File: src/rtl/game_state_engine_if.sv
// rtl/game_state_engine_if.sv - player controls in, renderer/score display view out
interface game_state_engine_if #(
   parameter int PW      = 2,
   parameter int SCORE_W = 16,
   parameter int X_W     = 10,
   parameter int CNT_W   = 22
);
   logic               start;
   logic               jump;
   logic               isover;
   logic [PW-1:0]      playernum;
   logic               showhighest;
   logic [1:0]         state;
   logic [X_W-1:0]     dinosaur_Y;
   logic [X_W-1:0]     block_X;
   logic [CNT_W-1:0]   spd;
   logic [SCORE_W-1:0] scr;
   logic               new_record;

   modport master (
      output start, jump, isover, playernum, showhighest,
      input  state, dinosaur_Y, block_X, spd, scr, new_record
   );

   modport slave (
      input  start, jump, isover, playernum, showhighest,
      output state, dinosaur_Y, block_X, spd, scr, new_record
   );
endinterface

File: src/rtl/game_state_engine.sv
// rtl/game_state_engine.sv - game FSM, jump/obstacle motion, score, speed ramp and high-score table
module game_state_engine #(
   parameter int NUM_PLAYERS = 4,
   parameter int PW          = 2,
   parameter int SCORE_W     = 16,
   parameter int X_W         = 10,
   parameter int SPAWN_X     = 700,
   parameter int DESPAWN_X   = 50,
   parameter int GROUND_Y    = 450,
   parameter int JUMP_TOP_Y  = 325,
   parameter int CNT_W       = 22,
   parameter int BASE_PERIOD = 500000,
   parameter int PERIOD_STEP = 50000,
   parameter int MIN_PERIOD  = 100000,
   parameter int MAX_LEVEL   = 7
) (
   input logic clk,
   input logic re_start,
   game_state_engine_if.slave bus
);
   typedef enum logic [1:0] {IDLE = 2'b00, RUN = 2'b01, OVER = 2'b10} state_t;
   localparam int LVL_W = $clog2(MAX_LEVEL + 1);

   state_t             st;
   logic [CNT_W-1:0]   counter;
   logic [CNT_W-1:0]   period;
   logic [SCORE_W-1:0] score;
   logic [SCORE_W-1:0] scr;
   logic [SCORE_W-1:0] highest [NUM_PLAYERS];
   logic [LVL_W-1:0]   level;
   logic [X_W-1:0]     dino_y;
   logic [X_W-1:0]     block_x;
   logic               jumping;
   logic               ascending;
   logic               new_record;
   logic               tick;
   logic [PW-1:0]      pn;
   logic [31:0]        dec;

   assign pn = bus.playernum;

   // Compare the total decrement against the headroom so the subtraction never wraps.
   always_comb begin
      dec = 32'(level) * 32'(PERIOD_STEP);
      if (dec >= 32'(BASE_PERIOD - MIN_PERIOD))
         period = CNT_W'(MIN_PERIOD);
      else
         period = CNT_W'(32'(BASE_PERIOD) - dec);
   end

   assign tick = (st == RUN) && !bus.isover && (counter == period - CNT_W'(1));

   always_ff @(posedge clk) begin
      if (re_start) begin
         st         <= IDLE;
         counter    <= '0;
         score      <= '0;
         level      <= '0;
         dino_y     <= X_W'(GROUND_Y);
         block_x    <= X_W'(SPAWN_X);
         jumping    <= 1'b0;
         ascending  <= 1'b1;
         scr        <= '0;
         new_record <= 1'b0;
         for (int i = 0; i < NUM_PLAYERS; i++) highest[i] <= '0;
      end else begin
         new_record <= 1'b0;
         scr        <= bus.showhighest ? highest[pn] : score;
         case (st)
            IDLE, OVER: begin
               if (bus.start) begin
                  st        <= RUN;
                  counter   <= '0;
                  score     <= '0;
                  level     <= '0;
                  dino_y    <= X_W'(GROUND_Y);
                  block_x   <= X_W'(SPAWN_X);
                  jumping   <= 1'b0;
                  ascending <= 1'b1;
               end
            end
            RUN: begin
               if (bus.isover) begin
                  st <= OVER;
                  if (score > highest[pn]) begin
                     highest[pn] <= score;
                     new_record  <= 1'b1;
                  end
               end else begin
                  counter <= tick ? '0 : counter + CNT_W'(1);
                  if (tick) begin
                     if (block_x == X_W'(DESPAWN_X)) begin
                        block_x <= X_W'(SPAWN_X);
                        if (score != {SCORE_W{1'b1}}) score <= score + SCORE_W'(1);
                        if (level != LVL_W'(MAX_LEVEL)) level <= level + LVL_W'(1);
                     end else begin
                        block_x <= block_x - X_W'(1);
                     end
                     if (jumping) begin
                        if (ascending) begin
                           dino_y <= dino_y - X_W'(1);
                           if (dino_y == X_W'(JUMP_TOP_Y + 1)) ascending <= 1'b0;
                        end else begin
                           dino_y <= dino_y + X_W'(1);
                           if (dino_y == X_W'(GROUND_Y - 1)) begin
                              jumping   <= 1'b0;
                              ascending <= 1'b1;
                           end
                        end
                     end
                  end
                  // A request arms the jump only; the first motion waits for the next tick.
                  if (bus.jump && !jumping) begin
                     jumping   <= 1'b1;
                     ascending <= 1'b1;
                  end
               end
            end
            default: st <= IDLE;
         endcase
      end
   end

   assign bus.state      = st;
   assign bus.dinosaur_Y = dino_y;
   assign bus.block_X    = block_x;
   assign bus.spd        = period;
   assign bus.scr        = scr;
   assign bus.new_record = new_record;
endmodule

File: src/flat_wrapper.sv
// flat-port wrapper written by rule: the top's interface ports become plain ports
module game_state_engine_flat 
#(
   parameter int NUM_PLAYERS = 4,
   parameter int PW          = 2,
   parameter int SCORE_W     = 16,
   parameter int X_W         = 10,
   parameter int SPAWN_X     = 700,
   parameter int DESPAWN_X   = 50,
   parameter int GROUND_Y    = 450,
   parameter int JUMP_TOP_Y  = 325,
   parameter int CNT_W       = 22,
   parameter int BASE_PERIOD = 500000,
   parameter int PERIOD_STEP = 50000,
   parameter int MIN_PERIOD  = 100000,
   parameter int MAX_LEVEL   = 7
)
  (clk, re_start, bus_start, bus_jump, bus_isover, bus_playernum, bus_showhighest, bus_state, bus_dinosaur_Y, bus_block_X, bus_spd, bus_scr, bus_new_record);
  game_state_engine_if #(.PW(PW), .SCORE_W(SCORE_W), .X_W(X_W), .CNT_W(CNT_W)) bus_i ();
  input logic clk;
  input logic re_start;
  input wire logic [$bits(bus_i.start)-1:0] bus_start;
  input wire logic [$bits(bus_i.jump)-1:0] bus_jump;
  input wire logic [$bits(bus_i.isover)-1:0] bus_isover;
  input wire logic [$bits(bus_i.playernum)-1:0] bus_playernum;
  input wire logic [$bits(bus_i.showhighest)-1:0] bus_showhighest;
  output wire logic [$bits(bus_i.state)-1:0] bus_state;
  output wire logic [$bits(bus_i.dinosaur_Y)-1:0] bus_dinosaur_Y;
  output wire logic [$bits(bus_i.block_X)-1:0] bus_block_X;
  output wire logic [$bits(bus_i.spd)-1:0] bus_spd;
  output wire logic [$bits(bus_i.scr)-1:0] bus_scr;
  output wire logic [$bits(bus_i.new_record)-1:0] bus_new_record;
  assign bus_i.start = bus_start;
  assign bus_i.jump = bus_jump;
  assign bus_i.isover = bus_isover;
  assign bus_i.playernum = bus_playernum;
  assign bus_i.showhighest = bus_showhighest;
  assign bus_state = bus_i.state;
  assign bus_dinosaur_Y = bus_i.dinosaur_Y;
  assign bus_block_X = bus_i.block_X;
  assign bus_spd = bus_i.spd;
  assign bus_scr = bus_i.scr;
  assign bus_new_record = bus_i.new_record;
  game_state_engine #(.NUM_PLAYERS(NUM_PLAYERS), .PW(PW), .SCORE_W(SCORE_W), .X_W(X_W), .SPAWN_X(SPAWN_X), .DESPAWN_X(DESPAWN_X), .GROUND_Y(GROUND_Y), .JUMP_TOP_Y(JUMP_TOP_Y), .CNT_W(CNT_W), .BASE_PERIOD(BASE_PERIOD), .PERIOD_STEP(PERIOD_STEP), .MIN_PERIOD(MIN_PERIOD), .MAX_LEVEL(MAX_LEVEL)) u_core (.clk(clk), .re_start(re_start), .bus(bus_i));
endmodule
File: config.mk
export PLATFORM = sky130hd
export DESIGN_NAME = game_state_engine_flat
export DESIGN_NICKNAME = d
export VERILOG_FILES = /design/src/rtl/game_state_engine_if.sv /design/src/rtl/game_state_engine.sv /design/src/flat_wrapper.sv
export SDC_FILE = /design/constraint.sdc
export NUM_CORES = 1
export LEC_CHECK = 0
export ABC_AREA = 0
export BUFFER_PORTS_ARGS = -buffer_cell sky130_fd_sc_hd__buf_4
export CORE_MARGIN = 8
export CORE_UTILIZATION = 30
export CTS_BUF_LIST = sky130_fd_sc_hd__clkbuf_4 sky130_fd_sc_hd__clkbuf_8
export CTS_CLUSTER_DIAMETER = 50
export CTS_CLUSTER_SIZE = 25
export DETAILED_ROUTE_END_ITERATION = 10
export PLACE_DENSITY = 0.43
export SETUP_SLACK_MARGIN = 0.5
export SLEW_MARGIN = 20
export SYNTH_ARGS = -nofsm -noshare
export SYNTH_HDL_FRONTEND = slang
export SYNTH_SLANG_ARGS = --single-unit
File: constraint.sdc
create_clock -name clk -period 7.3 [get_ports clk]
set_input_delay 1.46 -clock clk [delete_from_list [all_inputs] [get_ports clk]]
set_output_delay 1.46 -clock clk [all_outputs]
set_load 0.01 [all_outputs]
==> results.txt, run 1 <==
STA classifies the critical path startpoint as a register. For the number of H-tree levels, the log shows 4. The die is 189 um wide.

The tools report the endpoint type of the worst setup path as an output port. The first detailed-routing pass ran for 4 iterations. Post-CTS timing repair inserted 0 buffers for setup. The tools report the count of distinct cell types in the synthesized netlist as 89.

The required time of the worst setup path is 5.84 ns. sky130_fd_sc_hd__dfxtp_1 is the most common cell in the netlist. The number of cells upsized or downsized after cts is 0. The highest net fanout along the worst path was 19.

The flip-flop and latch count after synthesis came out at 146. For the number of antenna cells inserted, the log shows 0. After synthesis the cells add up to 8950 um2.

After detailed routing, the number of remaining DRC violations is 0. The average cell area after synthesis was 9.77 um2. Detailed routing inserted a total of 6,873 vias.

Vertical die dimension: 189 um. In this run the register-to-register setup slack is 2.19 ns. The tools report the fill cell total of the finished layout as 3,067. The logs give 0.126 mV for the maximum vdd drop and 0 ns for the total negative slack.

Setup violations remaining at the end of the flow were counted as 0. The logs give 3.89 nW for the leakage power of the design and 39 for the maximum number of pins on one net before global-route repair. The tools report the core area as 29,500 um2. The tools report the number of buffers on the longest clock path as 2. Number of buffers inserted for hold repair after clock tree synthesis: 0.

In the final design database the tool counted 1,008 nets. Across the run, the number of max-cap violations was 0. For the pin with the worst max-slew slack, the measured transition is 0.945 ns. In this run the tool buffered the top-level ports with 61 buffer cells. Global routing finished with a remaining overflow of 0. The cell count after synthesis came out at 916. The tools report the buffer type at the clock tree root as sky130_fd_sc_hd__clkbuf_8.

The remaining max-slew budget at the tightest pin was 36.4%. The max-slew violation count was 0. The tools report the final setup slack of the worst path as 1.65 ns. Clock-pin slew was measured on the worst setup and hold paths at 0.08 ns. The first global-routing pass estimated 40.2 mm of wire. The critical path starts at u_core.level[0]$_SDFFE_PP0P_. Of all cell types, the one taking the most synthesized area is sky130_fd_sc_hd__edfxtp_1. The completed layout was analyzed and its total power is 1.64 mW.

The detail-routed net length per standard cell was 18.3 um. After synthesis, the most frequently instantiated cells are sky130_fd_sc_hd__dfxtp_1, sky130_fd_sc_hd__nor2_1, sky130_fd_sc_hd__edfxtp_1. The starting utilization of the core area was 30.4%.

The floorplan has 63 rows. By startpoint and endpoint, the worst setup path is classified as reg -> out. Global routing consumed, over all layers together, 14.1% of the routing resources.

After synthesis, the cell types taking the most area are sky130_fd_sc_hd__edfxtp_1, sky130_fd_sc_hd__dfxtp_1, sky130_fd_sc_hd__ha_1. TritonCTS built the clock tree. The maximum operating frequency was 177 MHz.

Sequential elements use 39.8% of the synthesized area. In the routed layout, each cell is associated on average with a via count of 5.06. The area growth from synthesis to layout is 13.6%. Initial antenna violation count: 0. The routed design has 24.8 mm of wire.

The flow ran to the end, and the final reports show no timing, DRC or antenna violations. The top cell type by area accounts for 21.5% of the synthesized area. The tools report the number of endpoints with negative hold slack in the final report as 0. At the worst endpoint, the arrival time is 4.19 ns. After synthesis, the share of flip-flops with an asynchronous set or reset is 0%. Counting flops with a built-in enable in the synthesized netlist gives 64. The routed design could run at a clock period as short as 5.65 ns.

For this design the top-level I/O count stands at 69. The congestion estimate from routability-driven global placement came to 0.761. The clock reaches the later pin of the worst-skew pair after 0.47 ns. The startpoint identified for the worst hold timing path is u_core.counter[1]$_SDFFE_PP0P_. For the worst clock skew, the log shows 0.0239 ns. In the final layout, the share of cells above drive strength 1 is 15.6%. Number of global-route vias before repair: 7,048.

Dividing the final minimum period by the clock period gives 77.4%. Setup repair after global routing left no endpoint under its margin. Counting every sink on the clock net gives 146.

Power spread over the standard cell area amounts to 162 nW/um2. OpenSTA, run right after detailed placement, puts the worst setup slack at 1.61 ns. Clock tree synthesis inserted a total of 17 buffers. The reg-to-reg critical path startpoint is u_core.level[0]$_SDFFE_PP0P_. The logs give 0 for the number of warnings reported in the yosys synthesis log and 396 for the number of DRC markers in iteration 0.

In the synthesized netlist the dominant register cell turns out to be sky130_fd_sc_hd__dfxtp_1. The post-detailed-placement half-perimeter wirelength was 17.5 mm. The worst hold path belongs to the class reg -> reg. Floorplan die area: 35,600 um2. The run gives 0 as the remaining antenna violation count.
==> worst paths after layout <==
| kind | endpoint | cells after the start |
|---|---|---|
| hold / removal | u_core.counter[1]$_SDFFE_PP0P_ | 2 |
| hold reg to reg | u_core.counter[1]$_SDFFE_PP0P_ | 2 |
| setup reg to reg | u_core.bus.block_X[9]$_SDFFE_PP1P_ | 11 |
| setup / recovery | bus_spd[12] | 9 |
==> worst max-delay path, cell delays in order (launching register included) <==
cell	delay, ns
sky130_fd_sc_hd__dfxtp_1	0.73
sky130_fd_sc_hd__ha_1	0.57
sky130_fd_sc_hd__ha_1	0.36
sky130_fd_sc_hd__xnor2_1	0.42
sky130_fd_sc_hd__mux2_2	0.40
sky130_fd_sc_hd__o211ai_1	0.35
sky130_fd_sc_hd__nor2_1	0.09
sky130_fd_sc_hd__xor2_1	0.45
sky130_fd_sc_hd__and2_1	0.23
sky130_fd_sc_hd__buf_4	0.13
==> logic make-up after synthesis <==
family	share of synthesized area, %
other	0.0419
and+or+nand+nor	21.2
buffers and inverters	5.19
muxes	6.28
adders and majority gates	6.09
AOI/OAI and AO/OA	14.6
DFF	39.8
xor gates and xnor gates	6.75
==> layout make-up <==
class	instances	area, um2	area share, %
Inverter	48	180	1.77
Clock buffer	20	263	2.58
Tap cell	390	488	4.80
Multi-Input combinational cell	668	5000	49.2
Sequential cell	146	3560	35.0
Timing Repair Buffer	76	571	5.61
Clock inverter	11	106	1.05
==> layout by cell type (no fill, tap or decap), types with 18 or more instances in the layout <==
cell type / count
sky130_fd_sc_hd__a21oi_1: 38
sky130_fd_sc_hd__and2_1: 50
sky130_fd_sc_hd__and3_1: 29
sky130_fd_sc_hd__buf_4: 76
sky130_fd_sc_hd__clkbuf_8: 18
sky130_fd_sc_hd__dfxtp_1: 82
sky130_fd_sc_hd__edfxtp_1: 64
sky130_fd_sc_hd__ha_1: 42
sky130_fd_sc_hd__inv_1: 47
sky130_fd_sc_hd__mux2i_1: 19
sky130_fd_sc_hd__nand2_1: 56
sky130_fd_sc_hd__nand3_1: 25
sky130_fd_sc_hd__nand4_1: 18
sky130_fd_sc_hd__nor2_1: 68
sky130_fd_sc_hd__nor3_1: 21
sky130_fd_sc_hd__xnor2_1: 34
sky130_fd_sc_hd__xor2_1: 27
==> per-stage QoR <==
step                cells  cell area (um2)  utilization, %  hold slack [ns]
floorplan             922             8970               -            0.444
global placement     1328             9790            33.2            0.461
detailed placement   1328             9800            33.2            0.471
CTS                  1359            10200            34.5            0.484
global route         1359            10200            34.5            0.536
finish               1359            10200            34.5            0.486
==> sequential cells by signal (all words and copies together), names as in the netlist <==
signal / flops
u_core.ascending: 1
u_core.bus.block_X: 10
u_core.bus.dinosaur_Y: 10
u_core.bus.new_record: 1
u_core.bus.scr: 16
u_core.bus.state: 2
u_core.counter: 22
u_core.highest: 64
u_core.jumping: 1
u_core.level: 3
u_core.score: 16
==> power breakdown <==
group	switching [mW]	internal, mW
clock	0.333	0.287
sequential	0.0119	0.869
combinational	0.0905	0.0518
==> metal layers <==
layer | vias up | routed length (um) | GRT usage (%)
met1 | 3309 | 11900 | 18.8
met5 | - | 0 | 0
li1 | 3440 | - | -
met4 | 0 | 164 | 3.16
met3 | 16 | 860 | 2.74
met2 | 108 | 11900 | 23.4
Note: power is estimated with default switching activity, not from simulation.
==> run 2: changes to the inputs <==
==> constraint.sdc (replaced) <==
create_clock -name clk -period 5.9 [get_ports clk]
set_input_delay 1.18 -clock clk [delete_from_list [all_inputs] [get_ports clk]]
set_output_delay 1.18 -clock clk [all_outputs]
set_load 0.01 [all_outputs]
==> run 2 against run 1 <==
Effect of this change: setup slack got worse by 0.81 ns; wire length up 0.93%; core utilization increased by 0.28 points; power grew 28%; final area increased by 0.80%; via count increased by 0.99%; clock power rose by 36%; sequential share of layout area is 0.28 points lower; critical endpoint unchanged; highest routed layer unchanged.
==> results.txt, run 2 (synthesized netlist as in run 1, its figures left out) <==
The flow ran to the end, and the final reports show no timing, DRC or antenna violations. Most frequent standard cell in the layout excluding fill and tap cells: sky130_fd_sc_hd__dfxtp_1. The fraction of final layout cells sized beyond drive strength 1 is 16.2% (+0.64 points), and the critical path's largest stage delay is 0.56 ns (-0.17 ns). The global placement routability congestion was 0.789 (+3.6%). The data arrival at the endpoint of the critical path was 3.88 ns (-0.31 ns). The critical path goes through ha_1, ha_1, xnor2_2, mux2_2, o211ai_1, nor2_1, xor2_2, and2_1, buf_4. The core area came out at 29,500 um2 (unchanged).

The tools report the number of global-route vias before repair as 7,063 (+0.21%). The worst path in the final design needs a cycle of 5.06 ns, including I/O delays and setup. The critical path is of the reg -> out type. Derived from the worst setup path, the maximum achievable clock frequency is 198 MHz. The number of DRC markers in iteration 0 was 340 (-14%); the clock edge transition at the registers on the reported setup and hold paths was 0.10 ns (+0.02 ns). Setup repair after global routing left no endpoint under its margin. The instance count along the most critical hold path is 2 (unchanged).

TritonCTS built the clock tree. The power density of the placed cells was 206 nW/um2 (+27%). The cell that appears most often on the critical path is sky130_fd_sc_hd__ha_1. The worst clock skew is 0.0232 ns (-0.000703 ns), and the post-route total power is 2.11 mW (+28%).

The post-detailed-placement half-perimeter wirelength is 17.8 mm (+1.4%), and the actual slew at the worst max-slew pin is 0.961 ns (+0.0161 ns). The tools report the number of antenna cells inserted as 0 (unchanged). Sort of element at the start of the critical path: a register.

Wire length of the first global-routing pass: 40.4 mm (+0.47%). Path class of the lowest-slack min-delay path: reg -> reg. The DRC violation count after routing was 0 (unchanged); the residual overflow from global routing was 0 (unchanged). Leaving out fill and tap cells, the most frequent cells in the layout are sky130_fd_sc_hd__dfxtp_1, sky130_fd_sc_hd__buf_4, sky130_fd_sc_hd__nor2_1, sky130_fd_sc_hd__edfxtp_1, sky130_fd_sc_hd__nand2_1.

Routed via count divided by cell count: 5.09 (+0.62%). The highest net fanout along the worst path is 19 (unchanged). The maximum number of pins on one net before global-route repair was 39 (unchanged); the number of cells on the critical path was 9 (unchanged).

Endpoint type of the worst setup path: an output port. The final critical path takes up 85.8% of the cycle. The count of buffers from port buffering came out at 61 (unchanged). The CTS buffer count was 17 (unchanged); the final count of negative-setup-slack endpoints was 0 (unchanged). The maximum vdd drop came out at 0.106 mV (-16%). The relative area change from synthesis to final layout is 14.5%, and the via count of the routed design is 6,941 (+0.99%). The remaining max-slew budget at the tightest pin is 35.8% (-0.61 points), and the required time of the worst setup path is 4.72 ns (-1.12 ns). The number of endpoints with negative hold slack in the final report came out at 0 (unchanged).

The number of cells traversed by the worst register-to-register path works out to 11 (unchanged). The width of the die is 189 um (unchanged). Smallest hold slack: 0.486 ns (+0.000359 ns). The number of search-and-repair iterations in the first detailed-routing pass came out at 4 (unchanged).

The number of H-tree levels came out at 4 (unchanged). Sum of buffers and inverters on the critical path: 1 (unchanged). The logs give 63 (unchanged) for the number of rows created at floorplan and 0 (unchanged) for the remaining antenna violation count.

The leakage power of the design came out at 3.93 nW (+1.1%). Max-slew violation count: 0 (unchanged). The clock net sink count was 146 (unchanged). In the final layout, the registers with the most flip-flops are u_core.highest x64, u_core.counter x22. The final net count was 1,012 (+0.40%).

In this design, the largest share of critical-path delay is due to adder cells. The total negative slack is 0 ns (unchanged). For the number of buffers on the longest clock path, the log shows 2 (unchanged). The floorplan die area came out at 35,600 um2 (unchanged). The run gives 69 (unchanged) as the number of top-level pins. The insertion delay of the later-clocked pin in the worst-skew pair was 0.47 ns (about the same); the count of maximum capacitance violations was 0 (unchanged). The initial antenna violation count is 0 (unchanged). Cell with the biggest individual delay on the critical path: sky130_fd_sc_hd__dfxtp_1. The vertical die dimension is 189 um (unchanged). The detail-routed net length per standard cell was 18.4 um (+0.56%). The number of flip-flops in the largest register is 64 (unchanged).

Starting utilization of the core area: 30.4% (unchanged). u_core.highest holds more flip-flops than any other register. The run gives 25.0 mm (+0.93%) as the routed wire length. The buffer type at the clock tree root was sky130_fd_sc_hd__clkbuf_8. The tools report the global-route usage over all layers as 14.1% (about the same).
==> run 2: repair_timing <==
action | 4_1_cts | 5_1_grt
setup buffers | 0 | 0
endpoints found under the setup margin | 0 | 1
resized for setup | 0 | 2
hold buffers | 0 | 0
==> run 2: power by group <==
| group | internal [mW] | switching, mW | total [mW] |
|---|---|---|---|
| logic | 0.0639 | 0.112 | 0.176 |
| clock network | 0.363 | 0.483 | 0.846 |
| registers | 1.07 | 0.0138 | 1.09 |
| total | 1.50 | 0.609 | 2.11 |
==> run 2: final timing paths <==
path,startpoint,endpoint,slack [ns]
worst min-delay path,u_core.counter[1]$_SDFFE_PP0P_,u_core.counter[1]$_SDFFE_PP0P_,0.49
worst max-delay path,u_core.level[0]$_SDFFE_PP0P_,bus_spd[12],0.84
worst max register to register,u_core.level[0]$_SDFFE_PP0P_,u_core.bus.dinosaur_Y[3]$_SDFFE_PP0P_,0.97
worst min register to register,u_core.counter[1]$_SDFFE_PP0P_,u_core.counter[1]$_SDFFE_PP0P_,0.49
==> run 2: worst min-delay path, stage by stage (launching register included) <==
cell,delay [ns]
sky130_fd_sc_hd__dfxtp_1,0.34
sky130_fd_sc_hd__nand2_1,0.06
sky130_fd_sc_hd__a21oi_1,0.05
==> run 2: metrics by stage <==
step                      cell area [um2]  setup slack [ns]  util [%]  cells
after floorplan                      8980             0.386         -    922
after global placement               9820             0.873      33.3   1332
after detailed placement             9820             0.919      33.3   1332
after CTS                           10200             0.525      34.7   1364
after global routing                10300             0.595      34.8   1364
final                               10300             0.839      34.8   1364
==> run 2: metal layers <==
layer	wire [um]	up-vias	global-route usage (%)
met5	0	-	0
met4	167	0	2.71
met3	842	11	3.01
met2	12300	105	24.3
met1	11800	3376	18.1
li1	-	3449	-
==> run 2: layout make-up <==
class | count | area, um2
inverter | 48 | 180
tap | 390 | 488
multi-input combinational | 668 | 5000
clock buffer | 17 | 234
fill | 3105 | 19200
clock inverter | 15 | 184
timing repair buffer | 80 | 601
sequential | 146 | 3560
